File: config.mk
export PLATFORM = sky130hd
export DESIGN_NAME = vector_collector
export DESIGN_NICKNAME = d
export VERILOG_FILES = /design/src/rtl/vector_collector.sv
export SDC_FILE = /design/constraint.sdc
export NUM_CORES = 1
export LEC_CHECK = 0
export ABC_AREA = 0
export BUFFER_PORTS_ARGS = -buffer_cell sky130_fd_sc_hd__buf_2
export CAP_MARGIN = 40
export CORE_MARGIN = 3
export CORE_UTILIZATION = 45
export CTS_BUF_LIST = sky130_fd_sc_hd__clkbuf_4 sky130_fd_sc_hd__clkbuf_8
export CTS_CLUSTER_DIAMETER = 80
export CTS_CLUSTER_SIZE = 30
export DETAILED_ROUTE_END_ITERATION = 16
export PLACE_DENSITY = 0.81
export SLEW_MARGIN = 20
export SYNTH_ARGS = -nofsm -noshare
export SYNTH_HDL_FRONTEND = slang
export SYNTH_SLANG_ARGS = --single-unit
File: constraint.sdc
create_clock -name clk -period 4.65 [get_ports clk]
set_clock_uncertainty 0.1 [all_clocks]
set_input_delay 0 -clock clk [delete_from_list [all_inputs] [get_ports clk]]
set_output_delay 0 -clock clk [all_outputs]
set_load 0.01 [all_outputs]
File: src/rtl/vector_collector.sv
// Packs serial valid/ready words into one zero-padded vector; vec_valid rises the cycle after the closing word.
// in_ready drops while a vector is held, and the held vector stays stable until vec_ready.
`ifndef MAX_NEURONS
`define MAX_NEURONS 4
`endif

module vector_collector #(
  parameter int MAX_NEURONS = `MAX_NEURONS,
  parameter int DATA_W      = 16,
  parameter int COUNT_W     = $clog2(MAX_NEURONS + 1)
) (
  input  logic                                clk,
  input  logic                                rst,
  input  logic [DATA_W-1:0]                   in_data,
  input  logic                                in_valid,
  input  logic                                in_last,
  output logic                                in_ready,
  output logic [MAX_NEURONS-1:0][DATA_W-1:0]  vec_out,
  output logic [COUNT_W-1:0]                  vec_count,
  output logic                                vec_valid,
  input  logic                                vec_ready,
  output logic                                vec_nolast
);

  typedef enum logic {FILL, HOLD} state_t;

  state_t                               state_q, state_d;
  logic [COUNT_W-1:0]                   idx_q, idx_d;
  logic [MAX_NEURONS-1:0][DATA_W-1:0]   vec_q, vec_d;
  logic [COUNT_W-1:0]                   count_q, count_d;
  logic                                 valid_q, valid_d;
  logic                                 nolast_q, nolast_d;

  assign in_ready   = (state_q == FILL) && !rst;
  assign vec_out    = vec_q;
  assign vec_count  = count_q;
  assign vec_valid  = valid_q;
  assign vec_nolast = nolast_q;

  always_comb begin
    state_d  = state_q;
    idx_d    = idx_q;
    vec_d    = vec_q;
    count_d  = count_q;
    valid_d  = valid_q;
    nolast_d = nolast_q;
    case (state_q)
      FILL: begin
        if (in_valid) begin
          for (int i = 0; i < MAX_NEURONS; i++) begin
            if (idx_q == COUNT_W'(i)) vec_d[i] = in_data;
          end
          idx_d = idx_q + COUNT_W'(1);
          if (in_last || idx_q == COUNT_W'(MAX_NEURONS - 1)) begin
            // idx parks at 0 on close so it can never point into the held vector
            state_d  = HOLD;
            idx_d    = '0;
            valid_d  = 1'b1;
            count_d  = idx_q + COUNT_W'(1);
            nolast_d = !in_last;
          end
        end
      end
      HOLD: begin
        if (valid_q && vec_ready) begin
          state_d  = FILL;
          idx_d    = '0;
          vec_d    = '0;
          valid_d  = 1'b0;
          nolast_d = 1'b0;
        end
      end
      default: state_d = FILL;
    endcase
  end

  always_ff @(posedge clk) begin
    if (rst) begin
      state_q  <= FILL;
      idx_q    <= '0;
      vec_q    <= '0;
      count_q  <= '0;
      valid_q  <= 1'b0;
      nolast_q <= 1'b0;
    end else begin
      state_q  <= state_d;
      idx_q    <= idx_d;
      vec_q    <= vec_d;
      count_q  <= count_d;
      valid_q  <= valid_d;
      nolast_q <= nolast_d;
    end
  end

endmodule

Yosys cells after proc, flatten, opt, wreduce, memory -nomap -nowiden. Cells that the tools add are included.

Register bits after elaboration: 73. Output and inout bits: 70. Logic and storage cells: 56.

$add $sub $neg: 1. Equal/unequal tests: 10. Muxes and demuxes: 22. Bitwise operators: 1. Reduce and logical (&&, ||, !) cells: 13.

Operator list (count): two-way mux 64 bit (2); one-hot mux 64 bit (2 select lines) (1); two-way mux 16 bit (4); AND reduction 3 bit (6); != test 2 x 1 -> 1 bit, second input constant (6); two-way mux 3 bit (3); two-way mux 1 bit (8); equality test 3 x 2 -> 1 bit, second input constant (2); one-hot mux 1 bit (2 select lines) (3); one-hot mux 3 bit (2 select lines) (1); adder 3 x 1 -> 3 bit, second input constant (1); equality test 3 x 1 -> 1 bit, second input constant (1); logical NOT 3 bit (1); logical AND 1 bit (2); logical NOT 1 bit (2); != test 2 bit, second input constant (1); AND reduction 2 bit (1); logical OR 1 bit (1); inverter 1 bit (1).

Logic depth before layout (Yosys ltp).
Word-level depth: 5. Gate-level depth with buffers: 6. Depth with buffers taken out: 4.

Worst setup path before layout. No wires, ideal clock.

Path kind: register to register. Start point: reg idx_q[0]. End point: reg vec_q, in the netlist vec_out[38]. Library setup time: 0.117 ns. Arrival: 1.331 ns. Slack: 3.102 ns. Cell stages (with the launch flop): 7. Period minus slack after synthesis: 1.548 ns. Cells stage by stage: dfxtp_1 > inv_1 > ha_1 > and4b_1 > clkbuf_1 > buf_2 > a22o_1.

Longest elaborated chain between the ends: 3.

Ends and longest elaborated chain: from (decl) (line 28) `logic [COUNT_W-1:0] idx_q, idx_d;`; from (signal assigned) (line 87) `idx_q <= idx_d;`; equality test 3 x 2 -> 1 bit (line 51) `if (idx_q == COUNT_W'(i)) vec_d[i] = in_data;`; != test 2 x 1 -> 1 bit (no line); AND reduction 3 bit (no line); to (signal assigned) (line 88) `vec_q <= vec_d;`; to (decl) (line 29) `logic [MAX_NEURONS-1:0][DATA_W-1:0] vec_q, vec_d;`.

Every way passes these cells. A chain may end at the register's enable or synchronous reset.

Worst setup path in the final report.
Start point: reg idx_q[0]. End point: reg nolast_q (netlist: vec_nolast).

Longest elaborated chain between the ends: 4.

Ends and longest elaborated chain: equality test 3 x 2 -> 1 bit (line 54) `if (in_last || idx_q == COUNT_W'(MAX_NEURONS - 1)) begin`; logical OR 1 bit (line 54); != test 2 x 1 -> 1 bit (no line); AND reduction 3 bit (no line); to (signal assigned) (line 91) `nolast_q <= nolast_d;`; to (decl) (line 32) `logic nolast_q, nolast_d;`.

Every way passes these cells.

==> results.py <==
metrics = {
    "placed_design": {
        "dpl.cell_count": 353,
        "dpl.hpwl_mm": 4.44,
        "dpl-instance-area_um2": 3000,
        "io_buffers": 90,
        "gp_congestion": 0.794,
    },
    "synth": {
        "ys_warn_count": 0,
        "netlist_instances": 206,
        "syn-cell-area_um2": 2530,
        "synth_cell_types": 34,
        "syn-num-nets": 232,
        "avgSynthCellArea_um2": 12.3,
        "ys_seq_elements": 73,
        "yosysSeqAreaShare_pct": 57.8,
    },
    "clocking": {
        "cts_hold_buf": 20,
        "cts_tree": "yes",
        "clock_latency_ns": 0.33,
        "htreeDepth": 3,
        "cts_resized": 0,
        "cts_sinks": 73,
        "numCtsBuffers": 9,
        "cts_setup_buffers": 0,
        "clockBufferDepth": 2,
        "cts.clk_slew.worst_paths_ns": 0.07,
        "root_buffer": "clkbuf_8",
    },
    "timing": {
        "setup_viol": 0,
        "min_period_ns": 2.00,
        "whs_ns": 0.120,
        "timing.fmax_mhz": 500,
        "finalMaxSlewViolations": 0,
        "hold_viol_final": 0,
        "slew_headroom_pct": 45.4,
        "setup_tns_ns": 0,
        "period_share_pct": 43.0,
        "worst_slew_pin_slew_ns": 0.819,
        "rsz0062_at_grt": "false",
    },
    "detailed_routing": {
        "first_pass_iters": 4,
        "drtIter0Drc": 95,
        "routed_wirelength_mm": 6.60,
        "vias_per_cell": 5.41,
        "wl_per_cell_um": 16.9,
        "drc": 0,
        "drtAntennaViolNets": 0,
        "vias": 2114,
    },
    "die": {
        "dieArea_um2": 6550,
        "io-pin-count": 91,
        "rows": 26,
        "die_h_um": 81.0,
        "core_area_um2": 5270,
        "initial_utilization_pct": 48.0,
        "die_w_um": 81.0,
    },
    "outcome": {
        "status": "completed",
    },
    "critical_path": {
        "r2r_start": "idx_q[0]",
        "ff2ff_path_depth": 5,
        "worstSetupEndpointType": "register",
        "crit_arrival_ns": 2.18,
        "critPathKind": "reg2reg",
        "r2r_slack_ns": 2.65,
        "critPathLaunchType": "register",
        "cp_data_required_time_ns": 4.82,
        "cpPeakStageDelay_ns": 0.57,
        "cp_cell_sequence": "ha_1 > nor2b_1 > a22oi_1 > a211oi_1 > dlygate4sd3_1",
        "worst-path-buf-inv": 1,
        "crit_fanout": 5,
        "r2r_end": "vec_nolast",
        "crit_path_top_delay_cell": "dlygate4sd3_1",
        "cp_top_family": "buffers and inverters",
    },
    "cells_and_area": {
        "drive_gt1_share_pct": 37.4,
        "fin_area_um2": 3440,
        "layout.cells.non_filler": 391,
        "fin_nets": 343,
        "diodes": 0,
        "area_delta_synth_final_pct": 36.1,
        "layout_common_cells": "buf_2, dfxtp_1, a22o_1, dlygate4sd3_1, clkbuf_8",
        "final_common_cell": "buf_2",
        "post-route-util_pct": 65.3,
    },
    "grt": {
        "grt_usage_pct": 20.9,
        "grt_pass1_vias": 2080,
        "antenna_found_initial": 0,
        "grt-ovfl-total": 0,
        "grt_first_pass_wirelength_mm": 10.5,
        "grt_max_degree": 18,
    },
    "min_path": {
        "worstHoldPathType": "in2reg",
        "hold_depth": 3,
        "hp-start": "in_valid",
        "min_to": "vec_out[32]",
    },
    "power_and_ir_drop": {
        "irDropWorstVdd_v": 0.000223,
        "p_per_area_nw_per_um2": 377,
        "p_leak_nw": 1.65,
    },
    "flow_run": {
        "maxCapViolCount": 0,
    },
}
## registers in the layout, indices dropped and copies added (netlist names)
register	count
vec_valid	1
idx_q	3
vec_out	64
vec_count	3
vec_nolast	1
state_q	1
## tightest hold or removal path: stages
cell	delay [ns]
buf_2	0.14
a31oi_2	0.21
a22o_1	0.16
## logic make-up after synthesis
family	count (synthesis)	synth area share, %
xor+xnor	1	0.346
compound gates	80	27.1
simple gates	24	6.73
fa+ha+maj	5	2.47
flops	73	57.8
mux	3	1.29
buf+inv	20	4.26
## metrics by stage
step                power, mW  setup WS [ns]
floorplan               0.727           3.10
global placement        0.768           2.68
detailed placement      0.772           2.71
CTS                      1.30           2.67
global route             1.35           2.52
finish                   1.30           2.65
## Yosys cell counts, drive strengths merged
master	number	share of area [%]
a21oi	5	1.1
buf	12	3.0
nand2	4	0.59
nor2b	2	0.49
mux2i	1	0.40
o21ai	2	0.40
xor2	1	0.35
and2b	1	0.30
nor4b	1	0.94
nor2	3	0.54
inv	5	0.74
mux2	2	0.89
nand2b	4	0.99
a22oi	1	0.30
a211oi	3	0.89
a22o	64	22
nor4	1	0.25
and4b	2	0.79
dfxtp	73	58
a31oi	3	1.5
nand3	2	0.40
clkbuf	3	0.49
a32o	1	0.40
a31o	1	0.35
nor3	1	0.40
and3b	1	0.35
ha	5	2.5
nand4	1	0.25
nand4bb	1	0.45
## worst max-delay path by stage
stage	startpoint	end	slack [ns]	cells past startpoint
6_report	idx_q[0]	vec_nolast	2.65	5
5_1_grt	idx_q[0]	vec_nolast	2.52	5
4_1_cts	state_q	vec_out[12]	2.67	3
3_5_place_dp	state_q	vec_out[12]	2.71	3
3_3_place_gp	idx_q[0]	vec_out[53]	2.68	4
2_1_floorplan	idx_q[0]	vec_out[38]	3.10	6
## layout make-up
| cell class | instances | area (µm²) |
|---|---|---|
| Fill cell | 424 | 1830 |
| Sequential cell | 73 | 1460 |
| Multi-Input combinational cell | 113 | 960 |
| Timing Repair Buffer | 115 | 707 |
| Clock buffer | 9 | 124 |
| Tap cell | 70 | 87.6 |
| Clock inverter | 6 | 83.8 |
| Inverter | 5 | 18.8 |
## routing by layer
metal	part of all wire (%)	global-route usage, %
met2	45	34.1
met1	46	26.7
met5	0	0
met4	1.5	6.59
met3	7.1	5.88
## where the power goes
part | leakage (nW) | total, mW | switching (mW) | internal (mW)
combinational | 0.950 | 0.119 | 0.0647 | 0.0544
sequential | 0.592 | 0.656 | 0.0124 | 0.644
clock | 0.109 | 0.520 | 0.223 | 0.297
Power figures use the tool's default switching activity.
